[src/rtl/imem_bus_arbiter_if.sv]
// Request/response bundle between the three bus requesters, the memory bus and the arbiter.
// The arbiter uses the slave view; requesters and memory together drive the master view.
interface imem_bus_arbiter_if #(
    parameter int unsigned XLEN = 32
);
    logic [1:0]      dcache_command;
    logic [XLEN-1:0] dcache_addr;
    logic [63:0]     dcache_data;
    logic [1:0]      icache_command;
    logic [XLEN-1:0] icache_addr;
    logic [1:0]      pref_command;
    logic [XLEN-1:0] pref_addr;
    logic [3:0]      mem2proc_response;
    logic [63:0]     mem2proc_data;
    logic [3:0]      mem2proc_tag;
    logic [1:0]      proc2mem_command;
    logic [XLEN-1:0] proc2mem_addr;
    logic [63:0]     proc2mem_data;
    logic [3:0]      dcache_response;
    logic [3:0]      icache_response;
    logic [3:0]      pref_response;
    logic [3:0]      dcache_tag;
    logic [3:0]      icache_tag;
    logic [3:0]      pref_tag;
    logic [63:0]     rd_data;
    logic            pref_give_way;

    modport master (
        output dcache_command, dcache_addr, dcache_data, icache_command, icache_addr,
               pref_command, pref_addr, mem2proc_response, mem2proc_data, mem2proc_tag,
        input  proc2mem_command, proc2mem_addr, proc2mem_data, dcache_response,
               icache_response, pref_response, dcache_tag, icache_tag, pref_tag, rd_data,
               pref_give_way
    );

    modport slave (
        input  dcache_command, dcache_addr, dcache_data, icache_command, icache_addr,
               pref_command, pref_addr, mem2proc_response, mem2proc_data, mem2proc_tag,
        output proc2mem_command, proc2mem_addr, proc2mem_data, dcache_response,
               icache_response, pref_response, dcache_tag, icache_tag, pref_tag, rd_data,
               pref_give_way
    );
endinterface

[src/rtl/imem_bus_arbiter.sv]
// Memory bus arbiter for dcache, icache miss path and prefetcher, with a tag-ownership
// table that routes returning load tags back to their issuer.
module imem_bus_arbiter #(
    parameter int unsigned XLEN         = 32,
    parameter int unsigned STARVE_LIMIT = 8,
    parameter int unsigned NTAG         = 16
) (
    input logic               clock,
    input logic               reset,
    imem_bus_arbiter_if.slave bus
);
    // Bus command encoding: 0 = none, 1 = load, 2 = store.
    localparam logic [1:0] BUS_NONE = 2'd0;
    localparam logic [1:0] BUS_LOAD = 2'd1;

    typedef enum logic [1:0] {
        OwnInvalid = 2'd0,
        OwnDcache  = 2'd1,
        OwnIcache  = 2'd2,
        OwnPref    = 2'd3
    } owner_e;

    owner_e          owner_q [NTAG];
    owner_e          owner_d [NTAG];
    logic [7:0]      starve_q, starve_d;
    owner_e          winner;
    owner_e          ret_owner;
    logic            promote;
    logic [1:0]      win_cmd;
    logic [XLEN-1:0] win_addr;

    // Arbitration: the prefetcher jumps the icache only while the counter sits at the limit.
    always_comb begin
        promote  = (starve_q == 8'(STARVE_LIMIT));
        winner   = OwnInvalid;
        win_cmd  = BUS_NONE;
        win_addr = '0;
        if (bus.dcache_command != BUS_NONE) begin
            winner = OwnDcache;
        end else if (promote && bus.pref_command != BUS_NONE) begin
            winner = OwnPref;
        end else if (bus.icache_command != BUS_NONE) begin
            winner = OwnIcache;
        end else if (bus.pref_command != BUS_NONE) begin
            winner = OwnPref;
        end
        unique case (winner)
            OwnDcache: begin win_cmd = bus.dcache_command; win_addr = bus.dcache_addr; end
            OwnIcache: begin win_cmd = bus.icache_command; win_addr = bus.icache_addr; end
            OwnPref:   begin win_cmd = bus.pref_command;   win_addr = bus.pref_addr;   end
            default:   begin win_cmd = BUS_NONE;           win_addr = '0;              end
        endcase
        ret_owner = (bus.mem2proc_tag != 4'd0) ? owner_q[bus.mem2proc_tag] : OwnInvalid;
    end

    // Return clears its entry first so a same-cycle reissue of that tag overwrites it.
    always_comb begin
        owner_d = owner_q;
        if (ret_owner != OwnInvalid) begin
            owner_d[bus.mem2proc_tag] = OwnInvalid;
        end
        if (win_cmd == BUS_LOAD && bus.mem2proc_response != 4'd0) begin
            owner_d[bus.mem2proc_response] = winner;
        end
        starve_d = starve_q;
        if (winner == OwnPref || bus.pref_command == BUS_NONE) begin
            starve_d = 8'd0;
        end else if (bus.pref_command == BUS_LOAD && !promote) begin
            starve_d = starve_q + 8'd1;
        end
    end

    always_ff @(posedge clock) begin
        if (reset) begin
            for (int unsigned i = 0; i < NTAG; i++) begin
                owner_q[i] <= OwnInvalid;
            end
            starve_q <= 8'd0;
        end else begin
            owner_q  <= owner_d;
            starve_q <= starve_d;
        end
    end

    always_comb begin
        bus.proc2mem_command = BUS_NONE;
        bus.proc2mem_addr    = '0;
        bus.proc2mem_data    = '0;
        bus.dcache_response  = 4'd0;
        bus.icache_response  = 4'd0;
        bus.pref_response    = 4'd0;
        bus.dcache_tag       = 4'd0;
        bus.icache_tag       = 4'd0;
        bus.pref_tag         = 4'd0;
        bus.rd_data          = '0;
        bus.pref_give_way    = 1'b0;
        if (!reset) begin
            bus.proc2mem_command = win_cmd;
            bus.proc2mem_addr    = win_addr;
            bus.proc2mem_data    = (winner == OwnDcache) ? bus.dcache_data : 64'd0;
            bus.rd_data          = bus.mem2proc_data;
            bus.pref_give_way    = (bus.pref_command == BUS_LOAD) && (winner != OwnPref);
            unique case (winner)
                OwnDcache: bus.dcache_response = bus.mem2proc_response;
                OwnIcache: bus.icache_response = bus.mem2proc_response;
                OwnPref:   bus.pref_response   = bus.mem2proc_response;
                default:   ;
            endcase
            unique case (ret_owner)
                OwnDcache: bus.dcache_tag = bus.mem2proc_tag;
                OwnIcache: bus.icache_tag = bus.mem2proc_tag;
                OwnPref:   bus.pref_tag   = bus.mem2proc_tag;
                default:   ;
            endcase
        end
    end
endmodule

[src/flat_wrapper.sv]
// flat-port wrapper written by rule: the top's interface ports become plain ports
module imem_bus_arbiter_flat 
#(
    parameter int unsigned XLEN         = 32,
    parameter int unsigned STARVE_LIMIT = 8,
    parameter int unsigned NTAG         = 16
)
  (clock, reset, bus_dcache_command, bus_dcache_addr, bus_dcache_data, bus_icache_command, bus_icache_addr, bus_pref_command, bus_pref_addr, bus_mem2proc_response, bus_mem2proc_data, bus_mem2proc_tag, bus_proc2mem_command, bus_proc2mem_addr, bus_proc2mem_data, bus_dcache_response, bus_icache_response, bus_pref_response, bus_dcache_tag, bus_icache_tag, bus_pref_tag, bus_rd_data, bus_pref_give_way);
  imem_bus_arbiter_if #(.XLEN(XLEN)) bus_i ();
  input logic clock;
  input logic reset;
  input wire logic [$bits(bus_i.dcache_command)-1:0] bus_dcache_command;
  input wire logic [$bits(bus_i.dcache_addr)-1:0] bus_dcache_addr;
  input wire logic [$bits(bus_i.dcache_data)-1:0] bus_dcache_data;
  input wire logic [$bits(bus_i.icache_command)-1:0] bus_icache_command;
  input wire logic [$bits(bus_i.icache_addr)-1:0] bus_icache_addr;
  input wire logic [$bits(bus_i.pref_command)-1:0] bus_pref_command;
  input wire logic [$bits(bus_i.pref_addr)-1:0] bus_pref_addr;
  input wire logic [$bits(bus_i.mem2proc_response)-1:0] bus_mem2proc_response;
  input wire logic [$bits(bus_i.mem2proc_data)-1:0] bus_mem2proc_data;
  input wire logic [$bits(bus_i.mem2proc_tag)-1:0] bus_mem2proc_tag;
  output wire logic [$bits(bus_i.proc2mem_command)-1:0] bus_proc2mem_command;
  output wire logic [$bits(bus_i.proc2mem_addr)-1:0] bus_proc2mem_addr;
  output wire logic [$bits(bus_i.proc2mem_data)-1:0] bus_proc2mem_data;
  output wire logic [$bits(bus_i.dcache_response)-1:0] bus_dcache_response;
  output wire logic [$bits(bus_i.icache_response)-1:0] bus_icache_response;
  output wire logic [$bits(bus_i.pref_response)-1:0] bus_pref_response;
  output wire logic [$bits(bus_i.dcache_tag)-1:0] bus_dcache_tag;
  output wire logic [$bits(bus_i.icache_tag)-1:0] bus_icache_tag;
  output wire logic [$bits(bus_i.pref_tag)-1:0] bus_pref_tag;
  output wire logic [$bits(bus_i.rd_data)-1:0] bus_rd_data;
  output wire logic [$bits(bus_i.pref_give_way)-1:0] bus_pref_give_way;
  assign bus_i.dcache_command = bus_dcache_command;
  assign bus_i.dcache_addr = bus_dcache_addr;
  assign bus_i.dcache_data = bus_dcache_data;
  assign bus_i.icache_command = bus_icache_command;
  assign bus_i.icache_addr = bus_icache_addr;
  assign bus_i.pref_command = bus_pref_command;
  assign bus_i.pref_addr = bus_pref_addr;
  assign bus_i.mem2proc_response = bus_mem2proc_response;
  assign bus_i.mem2proc_data = bus_mem2proc_data;
  assign bus_i.mem2proc_tag = bus_mem2proc_tag;
  assign bus_proc2mem_command = bus_i.proc2mem_command;
  assign bus_proc2mem_addr = bus_i.proc2mem_addr;
  assign bus_proc2mem_data = bus_i.proc2mem_data;
  assign bus_dcache_response = bus_i.dcache_response;
  assign bus_icache_response = bus_i.icache_response;
  assign bus_pref_response = bus_i.pref_response;
  assign bus_dcache_tag = bus_i.dcache_tag;
  assign bus_icache_tag = bus_i.icache_tag;
  assign bus_pref_tag = bus_i.pref_tag;
  assign bus_rd_data = bus_i.rd_data;
  assign bus_pref_give_way = bus_i.pref_give_way;
  imem_bus_arbiter #(.XLEN(XLEN), .STARVE_LIMIT(STARVE_LIMIT), .NTAG(NTAG)) u_core (.clock(clock), .reset(reset), .bus(bus_i));
endmodule
[config.mk]
export PLATFORM = sky130hd
export DESIGN_NAME = imem_bus_arbiter_flat
export DESIGN_NICKNAME = d
export VERILOG_FILES = /design/src/rtl/imem_bus_arbiter_if.sv /design/src/rtl/imem_bus_arbiter.sv /design/src/flat_wrapper.sv
export SDC_FILE = /design/constraint.sdc
export NUM_CORES = 1
export LEC_CHECK = 0
export ABC_AREA = 0
export CAP_MARGIN = 20
export CORE_AREA = 8 8 158 160
export CTS_CLUSTER_SIZE = 8
export DETAILED_ROUTE_END_ITERATION = 6
export DIE_AREA = 0 0 166 168
export GPL_TIMING_DRIVEN = 0
export PLACE_DENSITY = 0.53
export SYNTH_ARGS = -nofsm -noshare
export SYNTH_HDL_FRONTEND = slang
export SYNTH_SLANG_ARGS = --single-unit
[constraint.sdc]
create_clock -name clock -period 3.5 [get_ports clock]
set_clock_uncertainty 0.05 [all_clocks]
set_input_delay 0.7 -clock clock [delete_from_list [all_inputs] [get_ports clock]]
set_output_delay 0.7 -clock clock [all_outputs]
set_load 0.05 [all_outputs]
# ---- Yosys cells after proc, flatten, opt, wreduce, memory -nomap -nowiden
# Index checks and enable logic that the tools add are counted.
dict set report totals {
  reg_bits 40
  latch_bits 0
  mem_bits_rw 0
  mem_bits_ro 0
  in_bits 240
  output_inout_bits 187
  word_cells 87
  memories 0
}
dict set report classes {
  n_addsub 1
  n_mul 0
  n_div 0
  magnitude_cmp 4
  n_eq_ne 10
  shift 0
  n_mux 35
  bitwise 4
  reduce_logical 16
}
# cell count
set op_table {}
lappend op_table {{64-bit two-way mux} 3}
lappend op_table {{32-bit two-way mux} 3}
lappend op_table {{32-bit case mux with 3 select lines} 1}
lappend op_table {{4-bit two-way mux} 12}
lappend op_table {{32-bit AND} 1}
lappend op_table {{32-bit bitwise mux} 1}
lappend op_table {{32-bit NOT} 1}
lappend op_table {{2-bit two-way mux} 10}
lappend op_table {{2-bit demux with 4-bit select} 2}
lappend op_table {{5-bit greater-or-equal comparator (second input constant)} 2}
lappend op_table {{5-bit by 1-bit less-than comparator with 1-bit output (second input constant)} 2}
lappend op_table {{4-bit NOT with 5-bit output} 2}
lappend op_table {{8-bit by 1-bit adder with 8-bit output (second input constant)} 1}
lappend op_table {{2-bit binary-select mux with 4-bit select} 1}
lappend op_table {{2-bit by 1-bit == test with 1-bit output (second input constant)} 4}
lappend op_table {{2-bit == test (second input constant)} 4}
lappend op_table {{8-bit by 4-bit == test with 1-bit output (second input constant)} 1}
lappend op_table {{2-bit nonzero test} 4}
lappend op_table {{4-bit nonzero test} 2}
lappend op_table {{1-bit logical AND} 6}
lappend op_table {{2-bit case mux with 3 select lines} 1}
lappend op_table {{2-bit logical NOT} 1}
lappend op_table {{2-bit inequality test (second input constant)} 1}
lappend op_table {{2-bit OR reduction} 1}
lappend op_table {{other kinds (3)} 3}

# ---- Logic depth before layout (Yosys ltp)
# Gate-level depths: netlist of the first run.
dict set report depth {
  ltp_word 10
  ltp_mapped 9
}

# ---- Worst setup path before layout of the first run
# OpenSTA, ideal clock, no wires.
dict set report synth_timing {
  path_type {input to output}
  start {input bus_mem2proc_tag[0]}
  end {output bus_dcache_tag[0]}
  t_arrival_ns 2.969
  required_time_ns 2.750
  path_slack_ns -0.219
  stages 8
  n_path_buf 3
  cell_sequence {buf_6 buf_4 buf_4 mux2i_1 mux2i_1 a2111oi_0 a31oi_1 nor3_1}
}
dict set report synth_via {
  elab_chain_len 8
  word_cells_on_any_way 9
  classes_between {eq/ne: 1; mux: 6; bitwise: 1; reduce/logical: 1}
}
# element line
set synth_rtl {}
lappend synth_rtl {{start, declared} flat_wrapper.sv:21} ;# input wire logic [$bits(bus_i.mem2proc_tag)-1:0] bus_mem2proc_tag;
lappend synth_rtl {{4-bit NOT with 5-bit output (not written as such)} imem_bus_arbiter.sv:53} ;# ret_owner = (bus.mem2proc_tag != 4'd0) ? owner_q[bus.mem2proc_tag] : OwnInvalid;
lappend synth_rtl {{2-bit binary-select mux with 4-bit select} imem_bus_arbiter.sv:53}
lappend synth_rtl {{2-bit two-way mux (not written as such) (2 in a row)} imem_bus_arbiter.sv:53}
lappend synth_rtl {{2-bit two-way mux} imem_bus_arbiter.sv:53}
lappend synth_rtl {{2-bit by 1-bit == test with 1-bit output} imem_bus_arbiter.sv:109} ;# unique case (ret_owner)
lappend synth_rtl {{4-bit two-way mux *} imem_bus_arbiter.sv:109}
lappend synth_rtl {{4-bit two-way mux *} imem_bus_arbiter.sv:97} ;# if (!reset) begin
lappend synth_rtl {{end, declared} flat_wrapper.sv:28} ;# output wire logic [$bits(bus_i.dcache_tag)-1:0] bus_dcache_tag;
# Mark *: on every way between the ends. The rest lies on a longest branch, timed or not. The select of a mux whose other input is x is not followed.

# ---- Final worst setup path of the first run
dict set report layout_timing {
  start {input bus_mem2proc_tag[3]}
  end {output bus_icache_tag[1]}
}
dict set report layout_via {
  elab_chain_len 8
  word_cells_on_any_way 9
  classes_between {eq/ne: 1; mux: 6; bitwise: 1; reduce/logical: 1}
}
# element line
set layout_rtl {}
lappend layout_rtl {{4-bit NOT with 5-bit output (not written as such)} imem_bus_arbiter.sv:53}
lappend layout_rtl {{2-bit binary-select mux with 4-bit select} imem_bus_arbiter.sv:53}
lappend layout_rtl {{2-bit two-way mux (not written as such) (2 in a row)} imem_bus_arbiter.sv:53}
lappend layout_rtl {{2-bit two-way mux *} imem_bus_arbiter.sv:53}
lappend layout_rtl {{2-bit == test *} imem_bus_arbiter.sv:109}
lappend layout_rtl {{4-bit two-way mux *} imem_bus_arbiter.sv:109}
lappend layout_rtl {{4-bit two-way mux *} imem_bus_arbiter.sv:97}
lappend layout_rtl {{end, declared} flat_wrapper.sv:29} ;# output wire logic [$bits(bus_i.icache_tag)-1:0] bus_icache_tag;
# Marked as above.

==> results of run 1 <==
state kept, by name, indices dropped and copies added, names as in the netlist:
signal / cells
u_core.starve_q: 8
u_core.owner_q: 32
metrics by stage:
stage                     util, %   TNS, ns  setup slack [ns]
after floorplan                 -    -0.658            -0.219
after global placement       39.0   -111.59             -1.34
after detailed placement     39.0   -115.28             -1.43
after CTS                    39.9         0           0.00214
after global routing         40.1  -0.00618          -0.00618
final                        40.1         0             0.122
layout make-up:
type                            instances  area (sq um)
Fill cell                            2308         13400
Multi-Input combinational cell        451          3080
Buffer                                 58           347
Tap cell                              285           357
Inverter                               17          63.8
Sequential cell                        40           801
Clock inverter                          1          30.0
Timing Repair Buffer                  427          4130
Clock buffer                            7           153
Antenna cell                            1          2.50
synth_stat cells, types with 4 or more instances:
library cell / number / share of area [%]
and3_1: 77 / 12
nor2b_1: 70 / 11
nor2_1: 60 / 5.5
clkbuf_1: 40 / 3.6
dfxtp_1: 40 / 19
a222oi_1: 32 / 7.8
nand2_1: 28 / 2.5
mux2i_1: 20 / 4.9
o22ai_1: 16 / 2.4
o31ai_1: 16 / 2.9
inv_1: 15 / 1.4
nor3_1: 12 / 1.5
buf_2: 10 / 1.2
or3_1: 10 / 1.5
and2_1: 9 / 1.4
o21ai_0: 9 / 1.1
nand3_1: 8 / 0.97
a21oi_1: 7 / 0.85
a31oi_1: 6 / 0.91
a211o_1: 5 / 1.1
o211ai_1: 5 / 0.91
buf_6: 4 / 1.1
nand2b_1: 4 / 0.61
nor3_2: 4 / 0.97
o2bb2ai_1: 4 / 0.85
xor2_1: 4 / 0.85
cells in the final DEF, fill, tap and decap left out, types with 4 or more instances in the layout:
| cell | count |
|---|---|
| a211o_1 | 5 |
| a21oi_1 | 6 |
| a222oi_1 | 32 |
| a31oi_1 | 6 |
| and2_1 | 9 |
| and3_1 | 77 |
| buf_2 | 26 |
| buf_4 | 40 |
| buf_6 | 10 |
| clkbuf_1 | 25 |
| clkbuf_16 | 5 |
| clkbuf_2 | 14 |
| clkbuf_8 | 4 |
| clkdlybuf4s15_2 | 53 |
| clkdlybuf4s50_1 | 291 |
| dfxtp_1 | 40 |
| dlygate4sd2_1 | 14 |
| dlymetal6s2s_1 | 6 |
| inv_1 | 15 |
| mux2i_1 | 20 |
| nand2_1 | 27 |
| nand3_1 | 8 |
| nor2_1 | 57 |
| nor2b_1 | 69 |
| nor3_1 | 9 |
| nor3_2 | 5 |
| o211ai_1 | 5 |
| o21ai_0 | 9 |
| o22ai_1 | 16 |
| o2bb2ai_1 | 4 |
| o31ai_1 | 16 |
| or3_1 | 10 |
| xor2_1 | 4 |
how the worst max path moves through the flow:
| stage | from | end | slack, ns | cells after the start |
|---|---|---|---|---|
| global route | bus_mem2proc_tag[0] | bus_dcache_tag[0] | -0.006 | 9 |
| CTS | bus_mem2proc_tag[0] | bus_dcache_tag[1] | 0.002 | 9 |
| floorplan | bus_mem2proc_tag[0] | bus_dcache_tag[0] | -0.22 | 8 |
| finish | bus_mem2proc_tag[3] | bus_icache_tag[1] | 0.12 | 9 |
| global placement | bus_dcache_command[1] | bus_proc2mem_data[60] | -1.34 | 7 |
| detailed placement | bus_dcache_command[1] | bus_proc2mem_data[60] | -1.43 | 7 |
cell families (layout without fill, tap and decap cells):
family,after synthesis,after routing,share of synthesized area (%)
xor gates and xnor gates,7,7,1.49
AOI/OAI and AO/OA,120,120,23.6
and+or+nand+nor,297,297,40.3
DFF,40,40,19.4
other,0,1,0
buffers and inverters,75,510,8.04
adders and majority gates,2,2,0.607
muxes,25,25,6.58
routing by layer:
layer	GRT usage, %	vias to the layer above	part of all wire (%)
li1	-	2981	-
met1	26.3	2901	42
met2	35.1	305	47
met3	7.60	37	9.0
met4	4.03	12	1.6
met5	0	-	0.24
timing repair:
action                     in CTS  in global routing
pin swaps                       3                  1
buffers inserted                4                  0
setup endpoints to repair     187                 88
resized for setup             535                 38
report_power, final:
part	internal, mW	leakage (nW)	switching [mW]
Combinational	0.504	3.27	0.753
Sequential	0.460	0.323	0.00381
Clock	0.375	0.0901	0.185
worst max-delay path: cells and delay by family:
family / cells / cell delay, ns
buf+inv: 4 / 1.01
simple gates: 2 / 0.25
compound gates: 3 / 0.65
==> out/results.md, run 1 <==
• yes — CTS tree
• 0% — proportion of register bits with asynchronous set or reset after synthesis
• 7.29 sq um — mean cell area of the mapped netlist
• 10 — Max FO, Critical Path
• 96.5% — Tcrit/Tclk final
• 2.63 ns — arrival time of data at the critical path endpoint
• 2.28 mW — total chip power
• 4.85 — post-detailed-route via-to-cell ratio
• 0.901 — final weighted congestion of routability-driven global placement
• 8710 sq um — area post-placement
• 2.75 ns — endpoint required time on the critical path
• 5 — Num CTS Buffers
• 4120 sq um — Cell Area, Synth
• 44900 um — first-pass GRT wire length
• 24.7 um — Routed wire per std cell
• 3.68 nW — static leakage
• 0.36 ns — stage delay of the slowest cell on the critical path
• u_core.owner_q[30] — start point of the worst min-delay path
• 2 — maximum level of the CTS H-tree
• register to register — Tightest Hold Check Type
• 522 — iteration-0 DRC count of the detailed router
• 31700 um — drt total wl
• 40 — number of sinks on the clock net
• dlygate4sd2_1 > buf_6 > nor2_1 > a22oi_1 > o211ai_1 > buf_4 > o32ai_2 > and2_1 > clkdlybuf4s15_2 — critical path cell sequence
• u_core.owner_q[30] — end of the worst hold path
• 13 — largest net degree at the start of global routing
• 0.167 mV — worst voltage drop across the vdd grid
• 6230 — vias in the first global route
• 0 — Setup-failing EPs final
• 2 — number of cells on the worst hold path
• 0 — global route overflow
• 18.4% — starting density of the core
• 296 MHz — upper clock frequency limit
• 6 — antenna violations before repair
• 3.38 ns — fin crit period
• 0 — final hold violation count
• 19.0% — layout cell share with drive strength beyond 1
• 166 um — overall die width
• 566 — number of standard cells after synthesis
• primary input to output pin — Critical Setup Path Class
• 21.2% — all-layer global routing usage
• primary input — type of origin of the critical path
• 0 — DR DRC count
• 0.29 ns — Skew-Pair Late Insertion Delay
• 168 um — chip height
• 22400 sq um — Core Region
• 6236 — vias after detailed routing
• 40 — post-synthesis register bit count
• dfxtp_1 — Main synth FF type
• 0.06 ns — clock slew seen by the registers of the worst setup and hold paths
• 2 — clock buffer depth
• finished, final reports clean — run status
• 423 — count of input and output buffers
• 27900 sq um — overall die area
• 56 — number of distinct standard cells referenced by the synthesized netlist
• 0.642 ns — slew at the pin closest to its max-slew limit
• u_core.starve_q[0] — FF-to-FF Start
• 56.9% — worst-case headroom to the max-slew limit
• 8960 sq um — final instance area
• 808 — Net Count, Synth
• 0 — maxcap violations
• 0 — Final Slew Violations
• clkbuf_16 — Root Buffer Master
• 117% — Layout area overhead
• 0 — CTS hold repair buffers
• 1.08 ns — reg-to-reg slack, setup
• 0.398 ns — Worst Hold Slack
• 8 — r2r worst-path depth
• clkdlybuf4s15_2 — slowest stage cell on the critical path
• 427 — Top-Level Pins
• u_core.owner_q[10] — Crit Reg-Reg Endpoint
• 254 nW/um^2 — total power per unit cell area
• 0 — count of flip-flops with a built-in enable after synthesis
• 55 — Rows
• 7 — length of the first detailed-routing pass in iterations
• 1242 — count of nets after finishing
• 1287 — number of standard cells in the layout, taps in and fillers out
• 0 — post-detailed-route count of antenna-violating nets
• output pin — kind of end point of the critical path
• 1274 — count of placed standard cells including taps
• 27100 um — HPWL after detailed placement
• 19.4% — sequential cell area fraction in the yosys report
• 0 — number of warning messages in the yosys log
(Power assumes the default switching activity.)
==> inputs of run 2 (changes only) <==
- ABC_CLOCK_PERIOD_IN_PS: unset -> 3500
==> results of run 2 <==
Final layout, timing and power as in run 1 (identical DEF).
==> RTL change, RTL diff (config.mk and constraints of run 1) <==
`NTAG` is set to 16 in 2 places; all go to 8.
--- a/src/rtl/imem_bus_arbiter.sv
+++ b/src/rtl/imem_bus_arbiter.sv
@@ -3,7 +3,7 @@
 module imem_bus_arbiter #(
     parameter int unsigned XLEN         = 32,
     parameter int unsigned STARVE_LIMIT = 8,
-    parameter int unsigned NTAG         = 16
+    parameter int unsigned NTAG         = 8
 ) (
     input logic               clock,
     input logic               reset,
--- a/src/flat_wrapper.sv
+++ b/src/flat_wrapper.sv
@@ -3,7 +3,7 @@
 #(
     parameter int unsigned XLEN         = 32,
     parameter int unsigned STARVE_LIMIT = 8,
-    parameter int unsigned NTAG         = 16
+    parameter int unsigned NTAG         = 8
 )
   (clock, reset, bus_dcache_command, bus_dcache_addr, bus_dcache_data, bus_icache_command, bus_icache_addr, bus_pref_command, bus_pref_addr, bus_mem2proc_response, bus_mem2proc_data, bus_mem2proc_tag, bus_proc2mem_command, bus_proc2mem_addr, bus_proc2mem_data, bus_dcache_response, bus_icache_response, bus_pref_response, bus_dcache_tag, bus_icache_tag, bus_pref_tag, bus_rd_data, bus_pref_give_way);
   imem_bus_arbiter_if #(.XLEN(XLEN)) bus_i ();
Behaviour: not the same (Yosys sat finds a counterexample within 4 cycles, from zero or initial values and one cycle with reset high).
==> RTL change against run 1 <==
  * Cell count fell by 11%
  * Synthesized cell count fell by 25%
  * Setup slack got worse by 0.033 ns
  * Count of clock-buffer cells in the layout fell by 4
  * Via count fell by 23%
  * Area after synthesis fell by 26%
  * Hold slack improved by 0.019 ns
  * Non-clock buffer count fell by 21
  * Cell area fell by 13%
  * Routed wire length fell by 24%
  * Power fell by 24%
  * Combinational power fell by 11%
  * Sequential cell count fell by 16
  * Largest power group unchanged
  * Highest routed layer unchanged
==> RTL change: results (changes against run 1) <==
cts:
  clkLatencyLatePin_ns: 0.26  # was 0.29 ns
  clk_pin_slew_ns: 0.06  # about the same
  cts_root_buffer: "clkbuf_16"  # unchanged
  htree_levels: 1  # was 2
  numCtsBuffers: 3  # was 5
  clockBufferDepth: 2  # unchanged
critical_path:
  crit_start: "bus_mem2proc_tag[1]"  # was bus_mem2proc_tag[3]
  critical_path.top_delay_family: "buffers and inverters"  # unchanged
  worstPathMaxFanout: 10  # unchanged
  regToRegStartpoint: "u_core.starve_q[0]"  # unchanged
  cp.arrival_ns: 2.66  # was 2.63 ns
  r2r-end: "u_core.owner_q[7]"  # was u_core.owner_q[10]
  cp-endpoint: "bus_pref_tag[3]"  # was bus_icache_tag[1]
  cp_slowest_stage_delay_ns: 0.56  # was 0.36 ns
  cp_slowest_cell: "clkdlybuf4s50_1"  # was clkdlybuf4s15_2
  r2r_cells: 7  # was 8
  rrSetupSlack_ns: 1.16  # was 1.08 ns
finish:
  num_antenna_cells: 0  # was 1
  fillers: 2399  # was 2308
  top_regs: "u_core.owner_q (16), u_core.starve_q (8)"  # was u_core.owner_q (32), u_core.starve_q (8)
  layout-drive-gt1-share_pct: 17.4  # was 19.0%
  fin_cells: 1143  # was 1287
global_routing:
  grt_pass1_wl_um: 35100  # was 44900 µm
  grt_use_met2_pct: 29.4  # was 35.1%
  grt_pass1_vias: 5077  # was 6230
  track_usage_pct: 16.3  # was 21.2%
  grt_util_met1_pct: 18.7  # was 26.3%
  antenna_found_initial: 2  # was 6
  use_met3_pct: 5.78  # was 7.60%
  grt_max_degree: 15  # was 13
route:
  drtPass1Iterations: 4  # was 7
  via_per_inst: 4.21  # was 4.85
  dr.max_layer_used: "met5"  # unchanged
  dr_wl_met2_um: 12000  # was 14900 µm
  drt_iter0_drc: 195  # was 522
  avgRoutedWirePerCell_um: 21.2  # was 24.7 µm
  met3_length_um: 2170  # was 2870 µm
  wl_met1_um: 9810  # was 13400 µm
pwr:
  switching_share_pct: 43.6  # was 41.3%
  leakage_uw: 0.00317  # was 0.00368 µW
  vdd_drop_max_mv: 0.146  # was 0.167 mV
yosys:
  yosysSeqAreaShare_pct: 15.6  # was 19.4%
  yosysUniqueCellTypes: 48  # was 56
  ys_async_sr_fraction_pct: 0  # unchanged
  synth_nets: 669  # was 808
  ys_top_cells_by_count: "and2_1, nor2b_1, o2bb2ai_1"  # was and3_1, nor2b_1, nor2_1
  synth_top_cell_area_share_pct: 16.1  # was 19.4%
  ys.flop_type: "dfxtp_1"  # unchanged
  yosys-top-cells-area: "and2_1, dfxtp_1, nor2b_1, o2bb2ai_1, a22oi_1"  # was dfxtp_1, and3_1, nor2b_1, a222oi_1, nor2_1
  synth.avg_cell_area_um2: 7.19  # was 7.29 µm²
outcome:
  status: "complete, no violations"  # unchanged
hold_path:
  min_delay_path_depth: 1  # was 2
  hold_path_class: "reg2reg"  # unchanged
placement:
  io_buffers: 422  # was 423
  place_congestion: 0.831  # was 0.901
  dp_hpwl_um: 21300  # was 27100 µm
sta:
  relSlewSlack_pct: 59.3  # was 56.9%
-- RTL change: cell types whose count changed after synthesis, sizes merged, moves of 14 or more --
cell            run 1  this run
and3               77         3
and2                9        79
nor2               60        25
a222oi             32         0
a22oi               1        32
o2bb2ai             4        33
mux2i              20         1
dfxtp              40        24
o31ai              16         0
o22ai              16         2
-- RTL change: cell families (layout without fill, tap and decap cells) --
kind of cell	after synthesis	after routing	share of synthesized area, %
buffers and inverters	48	479	6.15
DFF	24	24	15.6
muxes	5	5	3.26
AOI/OAI and AO/OA	104	104	26.4
xor gates and xnor gates	7	7	2.00
and+or+nand+nor	237	237	45.7
adders and majority gates	2	2	0.815
-- RTL change: metrics by stage --
stage          area [µm²]  utilization (%)  setup WS, ns  hold WS (ns)
5_1_grt              7780             34.8      -0.00478         0.431
3_3_place_gp         7660             34.2         -1.31         0.403
6_report             7780             34.8        0.0896         0.417
2_1_floorplan        3080                -        -0.125         0.376
4_1_cts              7790             34.8      0.000792         0.419
3_5_place_dp         7660             34.2         -1.32         0.408
-- RTL change: worst register-to-register path, stage by stage (launching register included) --
cell,delay (ns)
dfxtp_1,0.36
inv_1,0.10
ha_1,0.17
or4b_4,0.49
o21ai_2,0.23
a31oi_2,0.20
or3_1,0.40
a32o_1,0.26
-- RTL change: final cells by class --
| type | instances | area [µm²] | share of cell area [%] |
|---|---|---|---|
| Timing Repair Buffer | 428 | 4140 | 53.2 |
| Sequential cell | 24 | 480 | 6.17 |
| Tap cell | 285 | 357 | 4.58 |
| Clock buffer | 3 | 75.1 | 0.965 |
| Multi-Input combinational cell | 355 | 2470 | 31.7 |
| Inverter | 11 | 41.3 | 0.531 |
| Buffer | 36 | 190 | 2.44 |
| Clock inverter | 1 | 30.0 | 0.386 |
-- RTL change: how the worst min path moves through the flow --
stage,endpoint,slack [ns],startpoint
after floorplan,u_core.owner_q[1],0.38,u_core.owner_q[1]
final,u_core.owner_q[15],0.42,u_core.owner_q[15]
after global routing,u_core.owner_q[15],0.43,u_core.owner_q[15]
after detailed placement,u_core.owner_q[15],0.41,u_core.owner_q[15]
after global placement,u_core.owner_q[15],0.40,u_core.owner_q[15]
after CTS,u_core.owner_q[15],0.42,u_core.owner_q[15]
-- RTL change: timing repair --
item / 4_1_cts / 5_1_grt
cloned: 1 / 0
gates resized for setup: 386 / 76
endpoints found under the setup margin: 186 / 116
pin swaps: 3 / 1
buffers inserted: 5 / 0
-- RTL change: power groups by stage --
stage                     logic, µW  registers, µW  clock network (µW)
final                          1120            278                 326
after global routing           1180            278                 337
after CTS                      1130            278                 332
after detailed placement       1150            284                   0
after global placement         1150            284                   0
after floorplan                 582            283                   0
